### config.mk
export PLATFORM = sky130hd
export DESIGN_NAME = cdc_fifo_read_ctrl
export DESIGN_NICKNAME = d
export VERILOG_FILES = /design/src/rtl/cdc_fifo_read_ctrl.sv
export SDC_FILE = /design/constraint.sdc
export NUM_CORES = 1
export LEC_CHECK = 0
export CAP_MARGIN = 0
export CORE_MARGIN = 2
export CORE_UTILIZATION = 45
export CTS_BUF_LIST = sky130_fd_sc_hd__clkbuf_8
export CTS_CLUSTER_SIZE = 12
export DETAILED_ROUTE_END_ITERATION = 8
export PLACE_DENSITY_LB_ADDON = 0.25
export RECOVER_POWER = 100
export SYNTH_ARGS = -nofsm -noshare
export SYNTH_HDL_FRONTEND = slang
export SYNTH_SLANG_ARGS = --single-unit
### constraint.sdc
create_clock -name clock -period 4.16 [get_ports clock]
set_clock_uncertainty 0.05 [all_clocks]
set_input_delay 0.416 -clock clock [delete_from_list [all_inputs] [get_ports clock]]
set_output_delay 0.416 -clock clock [all_outputs]
set_load 0.005 [all_outputs]
### src/rtl/cdc_fifo_read_ctrl.sv
// cdc_fifo_read_ctrl: read-domain pointer and flag controller for a dual-clock FIFO.
// - Synchronises the Gray write pointer into the read clock domain.
// - Owns the binary read pointer and a registered Gray copy for the write domain.
// - Derives empty, almost_empty and fill level from the synchronised write pointer.
// Optional feature: define CDC_FIFO_READ_UNDERFLOW_EN to build the sticky underflow
// flag and its simulation assertion. When undefined, underflow is tied to 0.
module cdc_fifo_read_ctrl #(
    parameter int ADDRESS_WIDTH          = 4,
    parameter int SYNC_STAGES            = 2,
    parameter int ALMOST_EMPTY_THRESHOLD = 1
) (
    input  logic                     clock,
    input  logic                     reset,
    input  logic                     increment,
    input  logic [ADDRESS_WIDTH:0]   write_pointer_gray,
    output logic [ADDRESS_WIDTH-1:0] read_address,
    output logic [ADDRESS_WIDTH:0]   read_pointer_gray,
    output logic                     empty,
    output logic                     almost_empty,
    output logic [ADDRESS_WIDTH:0]   level,
    output logic                     underflow
);

    localparam int PW = ADDRESS_WIDTH + 1;
    localparam logic [ADDRESS_WIDTH:0] AE_THRESHOLD = PW'(ALMOST_EMPTY_THRESHOLD);

    logic [ADDRESS_WIDTH:0] sync_q [SYNC_STAGES];
    logic [ADDRESS_WIDTH:0] write_pointer_bin;
    logic [ADDRESS_WIDTH:0] read_pointer;
    logic [ADDRESS_WIDTH:0] read_pointer_next;
    logic                   pop;

    // Gray-to-binary: each binary bit is the XOR of all Gray bits at or above it.
    function automatic logic [ADDRESS_WIDTH:0] gray_to_bin(input logic [ADDRESS_WIDTH:0] g);
        logic [ADDRESS_WIDTH:0] b;
        b[ADDRESS_WIDTH] = g[ADDRESS_WIDTH];
        for (int i = ADDRESS_WIDTH - 1; i >= 0; i--) begin
            b[i] = b[i + 1] ^ g[i];
        end
        return b;
    endfunction

    // Plain flop chain on the Gray write pointer; nothing may sit between stages.
    // NOTE: the synchroniser stages are cleared by reset like any other flop so the
    // read side never decodes a stale write pointer after reset; the write side is
    // reset in the same event, so 0 is the correct post-reset value.
    always_ff @(posedge clock or posedge reset) begin
        if (reset) begin
            for (int i = 0; i < SYNC_STAGES; i++) begin
                sync_q[i] <= '0;
            end
        end else begin
            // NOTE: non-blocking assignments make every stage sample the previous
            // stage's old value, which is what turns the loop into a shift chain.
            sync_q[0] <= write_pointer_gray;
            for (int i = 1; i < SYNC_STAGES; i++) begin
                sync_q[i] <= sync_q[i - 1];
            end
        end
    end

    // Decode the last synchroniser stage and derive level and flags from flops only.
    // NOTE: every signal gets an unconditional assignment here, so no latch can form.
    always_comb begin
        write_pointer_bin = gray_to_bin(sync_q[SYNC_STAGES - 1]);
        level             = write_pointer_bin - read_pointer;
        empty             = (level == '0);
        almost_empty      = (level <= AE_THRESHOLD);
        pop               = increment && !empty;
        read_pointer_next = read_pointer + PW'(pop);
        read_address      = read_pointer[ADDRESS_WIDTH-1:0];
    end

    // Read pointer and its Gray copy update together, so the Gray output is a flop
    // that changes at most one bit per pop.
    always_ff @(posedge clock or posedge reset) begin
        if (reset) begin
            read_pointer      <= '0;
            read_pointer_gray <= '0;
        end else begin
            read_pointer      <= read_pointer_next;
            read_pointer_gray <= read_pointer_next ^ (read_pointer_next >> 1);
        end
    end

`ifdef CDC_FIFO_READ_UNDERFLOW_EN
    // Sticky underflow: set by any pop request while empty, held until reset.
    always_ff @(posedge clock or posedge reset) begin
        if (reset) begin
            underflow <= 1'b0;
        end else if (increment && empty) begin
            underflow <= 1'b1;
        end
    end

    underflow_check : assert property (@(posedge clock) disable iff (reset) !(increment && empty));
`else
    assign underflow = 1'b0;
`endif

endmodule

==> results of run 1 <==
## worst max-delay path by stage
stage | start | endpoint | slack (ps) | cells past startpoint
4_1_cts | sync_q[4]$_DFF_PP0_ | almost_empty | 160 | 12
3_3_place_gp | sync_q[4]$_DFF_PP0_ | read_pointer_gray[1]$_DFF_PP0_ | 380 | 15
6_report | sync_q[4]$_DFF_PP0_ | empty | 230 | 12
3_5_place_dp | sync_q[4]$_DFF_PP0_ | read_pointer_gray[1]$_DFF_PP0_ | 320 | 15
5_1_grt | sync_q[4]$_DFF_PP0_ | empty | 20 | 12
2_1_floorplan | sync_q[4]$_DFF_PP0_ | read_pointer_gray[1]$_DFF_PP0_ | 570 | 15
## through the flow
| stage | hold WS, ps | area (um2) | setup slack, ps | utilization [%] |
|---|---|---|---|---|
| 2_1_floorplan | 281 | 828 | 571 | - |
| 3_3_place_gp | 281 | 1080 | 384 | 62.7 |
| 3_5_place_dp | 286 | 1080 | 324 | 62.7 |
| 4_1_cts | 301 | 1130 | 164 | 65.3 |
| 5_1_grt | 308 | 1130 | 16.5 | 65.3 |
| 6_report | 298 | 1130 | 233 | 65.3 |
## sequential cells by signal, indices dropped and copies added, names as in the netlist
| name | flops |
|---|---|
| sync_q | 10 |
| read_pointer | 5 |
| read_pointer_gray | 4 |
## worst register-to-register path, delay by kind of cell (launching register included)
family | cells | cell delay (ps)
AO/OA/AOI/OAI | 3 | 780
XOR/XNOR | 7 | 1440
adder cells (fa/ha/maj) | 4 | 980
buffers and inverters | 1 | 60
flip-flops | 1 | 410
## metal layers
metal,GRT usage [%],up-vias,wire length (um)
met5,0,-,0
li1,-,239,-
met4,1.67,0,0
met2,21.4,15,588
met1,15.3,229,486
met3,4.62,0,65
## where the power goes
| group | total, W | internal, W | leakage (nW) | switching [W] |
|---|---|---|---|---|
| combinational | 0.000505 | 0.000289 | 0.261 | 0.000216 |
| sequential | 0.000273 | 0.000240 | 0.221 | 0.0000331 |
| clock | 0.000118 | 0.0000653 | 0.0269 | 0.0000529 |
## cell families after synthesis
kind of cell	count (synthesis)	synth area share, %
and+or+nand+nor	5	3.47
other	1	0.453
DFF	19	57.4
adders and majority gates	7	11.5
AOI/OAI and AO/OA	5	4.53
buffers and inverters	8	4.08
xor gates and xnor gates	15	18.6
## layout make-up
cell class                 count  share of cell area, %
inverter                       7                   2.33
sequential                    19                   42.2
clock buffer                   3                   3.66
clock inverter                 1                  0.333
timing repair buffer          23                   20.4
multi-input combinational     33                   28.3
tap                           25                   2.77
## layout by cell type (no fill, tap or decap), drive strengths merged
| cell | n |
|---|---|
| nor4 | 2 |
| a21oi | 1 |
| clkdlybuf4s50 | 6 |
| nand2b | 1 |
| xnor2 | 8 |
| xor2 | 7 |
| fa | 1 |
| dlygate4sd3 | 17 |
| o41a | 1 |
| dfrtp | 19 |
| clkbuf | 3 |
| nand3 | 2 |
| a21o | 2 |
| inv | 8 |
| conb | 1 |
| ha | 6 |
| a31oi | 1 |
==> metrics.md, run 1 <==
| Metric | Value |
|---|---|
| Mapped Nets | `75` |
| Synth top area cells | `dfrtp_1 (57%), ha_1 (9.1%), xnor2_1 (8.5%)` |
| Overall Power | `0.000896 W` |
| Row cnt | `15` |
| Top delay family on crit path | `XOR/XNOR gates` |
| Worst Hold Path EP | `sync_q[2]$_DFF_PP0_` |
| Vias/cell | `4.35` |
| Fmax | `255 MHz` |
| Post-synth EDFFs | `0` |
| RSZ-0062 raised after global routing | `no` |
| Max stage delay cell, worst path | `clkdlybuf4s50_1` |
| Yosys warning count | `0` |
| Die area | `2200 um2` |
| Synth Instances | `60` |
| Most frequent cell after synthesis | `dfrtp_1` |
| R2r setup slk | `350 ps` |
| Fin crit period | `3930 ps` |
| DR pass1 iterations | `2` |
| Area leader, netlist | `dfrtp_1` |
| Asr flop ratio synth | `100%` |
| DRT iter0 DRCs | `1` |
| Register bit total from synthesis | `19` |
| Clk Latency, worst-skew pair | `240 ps` |
| Fillers | `151` |
| Post-CTS Setup Bufs | `0` |
| IO Count | `25` |
| Yosys top cell area share | `57.4%` |
| Die Y | `46.9 um` |
| Final setup viols | `0` |
| Final Cycle Share | `94.4%` |
| Via count | `483` |
| Max clock buf depth | `2` |
| Reg-to-reg endpoint | `read_pointer_gray[1]$_DFF_PP0_` |
| Critical path peak fanout | `4` |
| Worst relative slew slack | `55.5%` |
| Post-DRT Antenna Nets | `0` |
| Fin cells | `111` |
| Pwr dens | `795 nW/um2` |
| Crit-path cells | `xor2_2 > xor2_2 > xor2_2 > xnor2_1 > ha_1 > inv_1 > fa_1 > a21o_1 > a21oi_1 > xnor2_1 > nor4_1 > clkdlybuf4s50_1` |
| Worst-Margin Slew | `667 ps` |
| WP data arrival | `3460 ps` |
| H-tree Lvls | `1` |
| Worst setup EP type | `primary output` |
| Routed WL | `1140 um` |
| CTS Buf Count | `3` |
| Drc violations | `0` |
| Drt wl/cell | `10.3 um` |
| Buf/Inv on CP | `2` |
| DPL Wire Length | `948 um` |
| CTS tree | `done` |
| Global-route wire length before repair | `1880 um` |
| Hold path depth | `0` |
| Hold Vio Cnt, Final | `0` |
| GRT Util Overall | `12.4%` |
| Setup CP Type | `register to primary output` |
| Primary FF master, synth | `dfrtp_1` |
| Core area | `1730 um2` |
| Crit path required time | `3690 ps` |
| Share of cells above drive strength 1 | `6.98%` |
| Initial Util | `48.0%` |
| Maxcap violations | `0` |
| Input/output buffers | `23` |
| Layout area overhead | `36.1%` |
| RR Startpoint | `sync_q[4]$_DFF_PP0_` |
| Slew Limit Fails | `0` |
| Min-Delay Path Class | `register to register` |
| Die width | `46.9 um` |
| Max stage delay on crit path | `550 ps` |
| CTS Hold Bufs | `0` |
| Hold path startpoint | `sync_q[7]$_DFF_PP0_` |
| Yosys cell types | `16` |
| Final net count | `102` |
| Largest net degree at the start of global routing | `20` |
| Cells after DPL | `107` |
| Post_cts resized | `0` |
| Initial antenna violation count | `0` |
| Sequential cell area fraction in the yosys report | `57.4%` |
| Worst reg-to-reg path cell count | `15` |
| Worst-path clk slew | `60 ps` |
| Area of the multi-input gates | `319 um2` |
| Most frequent CP cell | `xor2_2` |
| Avg Inst Size Synth | `13.8 um2` |
| Root Driver | `clkbuf_8` |
| Max rail drop VDD | `0.000399 V` |
| Routability cong. | `0.687` |
| Mapped Area | `828 um2` |
| Number of diodes | `0` |
| Commonest cells in the netlist | `dfrtp_1 (19), xnor2_1 (8), inv_1 (7)` |
| Final setup TNS | `0 ps` |
| CTS Sinks | `19` |
| Register area | `475 um2` |
| Vias in the first global route | `477` |
| Status | `finished, final reports clean` |
| GR Overflow Total | `0` |
| Setup crit start kind | `register` |
| P_leak | `0.510 nW` |
Power figures use the tool's default switching activity.
==> run 2, diff against run 1 <==
--- a/config.mk
+++ b/config.mk
@@ -6,8 +6,11 @@
 export NUM_CORES = 1
 export LEC_CHECK = 0
 export CAP_MARGIN = 0
+export CELL_PAD_IN_SITES_DETAIL_PLACEMENT = 1
+export CELL_PAD_IN_SITES_GLOBAL_PLACEMENT = 2
+export CORE_ASPECT_RATIO = 1.75
 export CORE_MARGIN = 2
-export CORE_UTILIZATION = 45
+export CORE_UTILIZATION = 33
 export CTS_BUF_LIST = sky130_fd_sc_hd__clkbuf_8
 export CTS_CLUSTER_SIZE = 12
 export DETAILED_ROUTE_END_ITERATION = 8
==> constraint.sdc (replaced) <==
create_clock -name clock -period 4.9 [get_ports clock]
set_clock_uncertainty 0.05 [all_clocks]
set_input_delay 0.49 -clock clock [delete_from_list [all_inputs] [get_ports clock]]
set_output_delay 0.49 -clock clock [all_outputs]
set_load 0.005 [all_outputs]
==> run 2 against run 1 <==
Register-to-register slack better by 590 ps; sequential power down 15%; first-iteration DRC count fell by 100%; die area up 34%; sequential cell count stayed put; critical path depth is the same; utilization shrank 19 points; clock power shrank 10%; hold slack improved by 3.4 ps; largest power group unchanged.
==> metrics.md, run 2 (same netlist as run 1, synthesis figures left out) <==
| Metric | Value |
|---|---|
| Final setup TNS | `0 ps (unchanged)` |
| Fillers | `247 (+64%)` |
| Worst setup EP type | `primary output` |
| Global-route wire length before repair | `2520 um (+34%)` |
| Initial Util | `34.1% (-14 points)` |
| Final setup viols | `0 (unchanged)` |
| Max stage delay on crit path | `600 ps (+50 ps)` |
| Drt wl/cell | `12.7 um (+23%)` |
| Fin util | `45.8% (-19 points)` |
| Overall Power | `0.000773 W (-14%)` |
| Critical path peak fanout | `4 (unchanged)` |
| H-tree Lvls | `1 (unchanged)` |
| Vias/cell | `4.60 (+5.7%)` |
| Final net count | `102 (unchanged)` |
| Post_cts resized | `0 (unchanged)` |
| Top delay family on crit path | `XOR/XNOR gates` |
| Maxcap violations | `0 (unchanged)` |
| Most frequent cells in the layout | `dlygate4sd3_1 (20), dfrtp_1 (19), xnor2_1 (8)` |
| Biggest register | `sync_q` |
| DR pass1 iterations | `1 (-1)` |
| Leading cell type in the layout, fill and taps excluded | `dlygate4sd3_1` |
| CP Depth | `12 (unchanged)` |
| Number of diodes | `0 (unchanged)` |
| Routability cong. | `0.790 (+15%)` |
| Layout area overhead | `34.6%` |
| Clk Latency, worst-skew pair | `250 ps (about the same)` |
| Final Cycle Share | `85.0%` |
| Worst-path clk slew | `70 ps (about the same)` |
| Min-Delay Path Class | `register to register` |
| Largest net degree at the start of global routing | `20 (unchanged)` |
| Cells after DPL | `108 (+0.93%)` |
| CTS Buf Count | `3 (unchanged)` |
| Pwr dens | `694 nW/um2 (-13%)` |
| Share of cells above drive strength 1 | `5.81% (-1.2 points)` |
| Slew Limit Fails | `0 (unchanged)` |
| Max stage delay cell, worst path | `dlygate4sd3_1` |
| IO Count | `25 (unchanged)` |
| GR Overflow Total | `0 (unchanged)` |
| R2r setup slk | `940 ps (+590 ps)` |
| Die area | `2940 um2 (+34%)` |
| DRT iter0 DRCs | `0 (-1)` |
| Fmax | `240 MHz` |
| Status | `finished, final reports clean` |
| CTS Hold Bufs | `0 (unchanged)` |
| Crit-path cells | `xor2_1 > xor2_2 > xor2_1 > xnor2_1 > ha_1 > inv_1 > fa_1 > a21o_1 > a21oi_1 > xnor2_1 > nor4_1 > dlygate4sd3_1` |
| Crit path required time | `4360 ps (+670 ps)` |
| WP data arrival | `3630 ps (+170 ps)` |
| RSZ-0062 raised after global routing | `no` |
| Register area | `475 um2 (unchanged)` |
| Setup CP Type | `register to primary output` |
| GRT Util Overall | `11.8% (-0.58 points)` |
| CTS Sinks | `19 (unchanged)` |
| Fin crit period | `4170 ps` |
| Row cnt | `24 (+9)` |
| Worst relative slew slack | `55.4% (-0.11 points)` |
| Hold Vio Cnt, Final | `0 (unchanged)` |
| Area of the multi-input gates | `304 um2 (-4.7%)` |
| DPL Wire Length | `1160 um (+22%)` |
| Worst reg-to-reg path cell count | `15 (unchanged)` |
| Post-DRT Antenna Nets | `0 (unchanged)` |
| Hold path depth | `0 (unchanged)` |
| Max clock buf depth | `2 (unchanged)` |
| Setup crit start kind | `register` |
| Fin cells | `112 (+0.90%)` |
| Input/output buffers | `23 (unchanged)` |
| Die width | `41.9 um (-11%)` |
| Routed WL | `1420 um (+24%)` |
| Vias in the first global route | `587 (+23%)` |
| Via count | `515 (+6.6%)` |
| Core area | `2430 um2 (+41%)` |
| Max rail drop VDD | `0.000355 V (-11%)` |
| Worst-Margin Slew | `669 ps (+1.69 ps)` |
| Post-CTS Setup Bufs | `0 (unchanged)` |
| Buf/Inv on CP | `2 (unchanged)` |
| P_leak | `0.512 nW (+0.54%)` |
| Initial antenna violation count | `0 (unchanged)` |
| Drc violations | `0 (unchanged)` |
| Die Y | `70.3 um (+50%)` |
| Largest registers | `sync_q x10, read_pointer x5, read_pointer_gray x4` |
| Largest register FFs | `10 (unchanged)` |
| Root Driver | `clkbuf_8` |
| CTS tree | `done` |
run 2: changes by cell type in the layout (fill, tap and decap cells not counted):
cell / delta
xor2_1: +2
xor2_2: -2
clkdlybuf4s50_1: -3
dlygate4sd3_1: +3
inv_1: -1
clkinv_2: +1
run 2: path summary, 6_finish.rpt:
check,start,to
worst max-delay path,sync_q[4]$_DFF_PP0_,empty
worst min register to register,sync_q[7]$_DFF_PP0_,sync_q[2]$_DFF_PP0_
worst min-delay path,sync_q[7]$_DFF_PP0_,sync_q[2]$_DFF_PP0_
worst max register to register,sync_q[4]$_DFF_PP0_,read_pointer_gray[1]$_DFF_PP0_
min in group asynchronous,reset,read_pointer_gray[1]$_DFF_PP0_
max in group asynchronous,reset,sync_q[5]$_DFF_PP0_
run 2: routing by layer:
| metal | vias to the layer above | share of wire, % | track usage (%) |
|---|---|---|---|
| met3 | 5 | 7.1 | 5.17 |
| met1 | 249 | 35 | 10.9 |
| li1 | 243 | - | - |
| met2 | 18 | 54 | 20.3 |
| met4 | 0 | 3.2 | 7.53 |
| met5 | - | 0 | 0 |
run 2: worst register-to-register path, cell delays in order (launching register included):
cell and delay, ps:
dfrtp_1 400, xor2_1 300, xor2_2 200, xor2_1 340, xnor2_1 160, ha_1 160, inv_1 60, fa_1 410
a21o_1 190, a21oi_1 170, xnor2_1 140, o41a_1 420, ha_1 210, ha_1 210, xor2_1 290, xor2_1 190
run 2: layout make-up:
type                            instances  area share, %
Sequential cell                        19           42.6
Tap cell                               26           2.92
Timing Repair Buffer                   23           20.7
Inverter                                7           2.36
Clock inverter                          1          0.449
Clock buffer                            3           3.70
Multi-Input combinational cell         33           27.3
run 2: power breakdown:
group,total (W),switching [W],internal [W]
Clock,0.000106,0.0000497,0.0000565
Sequential,0.000232,0.0000282,0.000204
Combinational,0.000435,0.000196,0.000240
run 2: through the flow:
step / hold WS [ps] / cell area, um2 / worst slack (ps)
2_1_floorplan: 281 / 828 / 1310
3_3_place_gp: 283 / 1080 / 1140
3_5_place_dp: 287 / 1080 / 1030
4_1_cts: 303 / 1130 / 841
5_1_grt: 314 / 1110 / 472
6_report: 301 / 1110 / 734
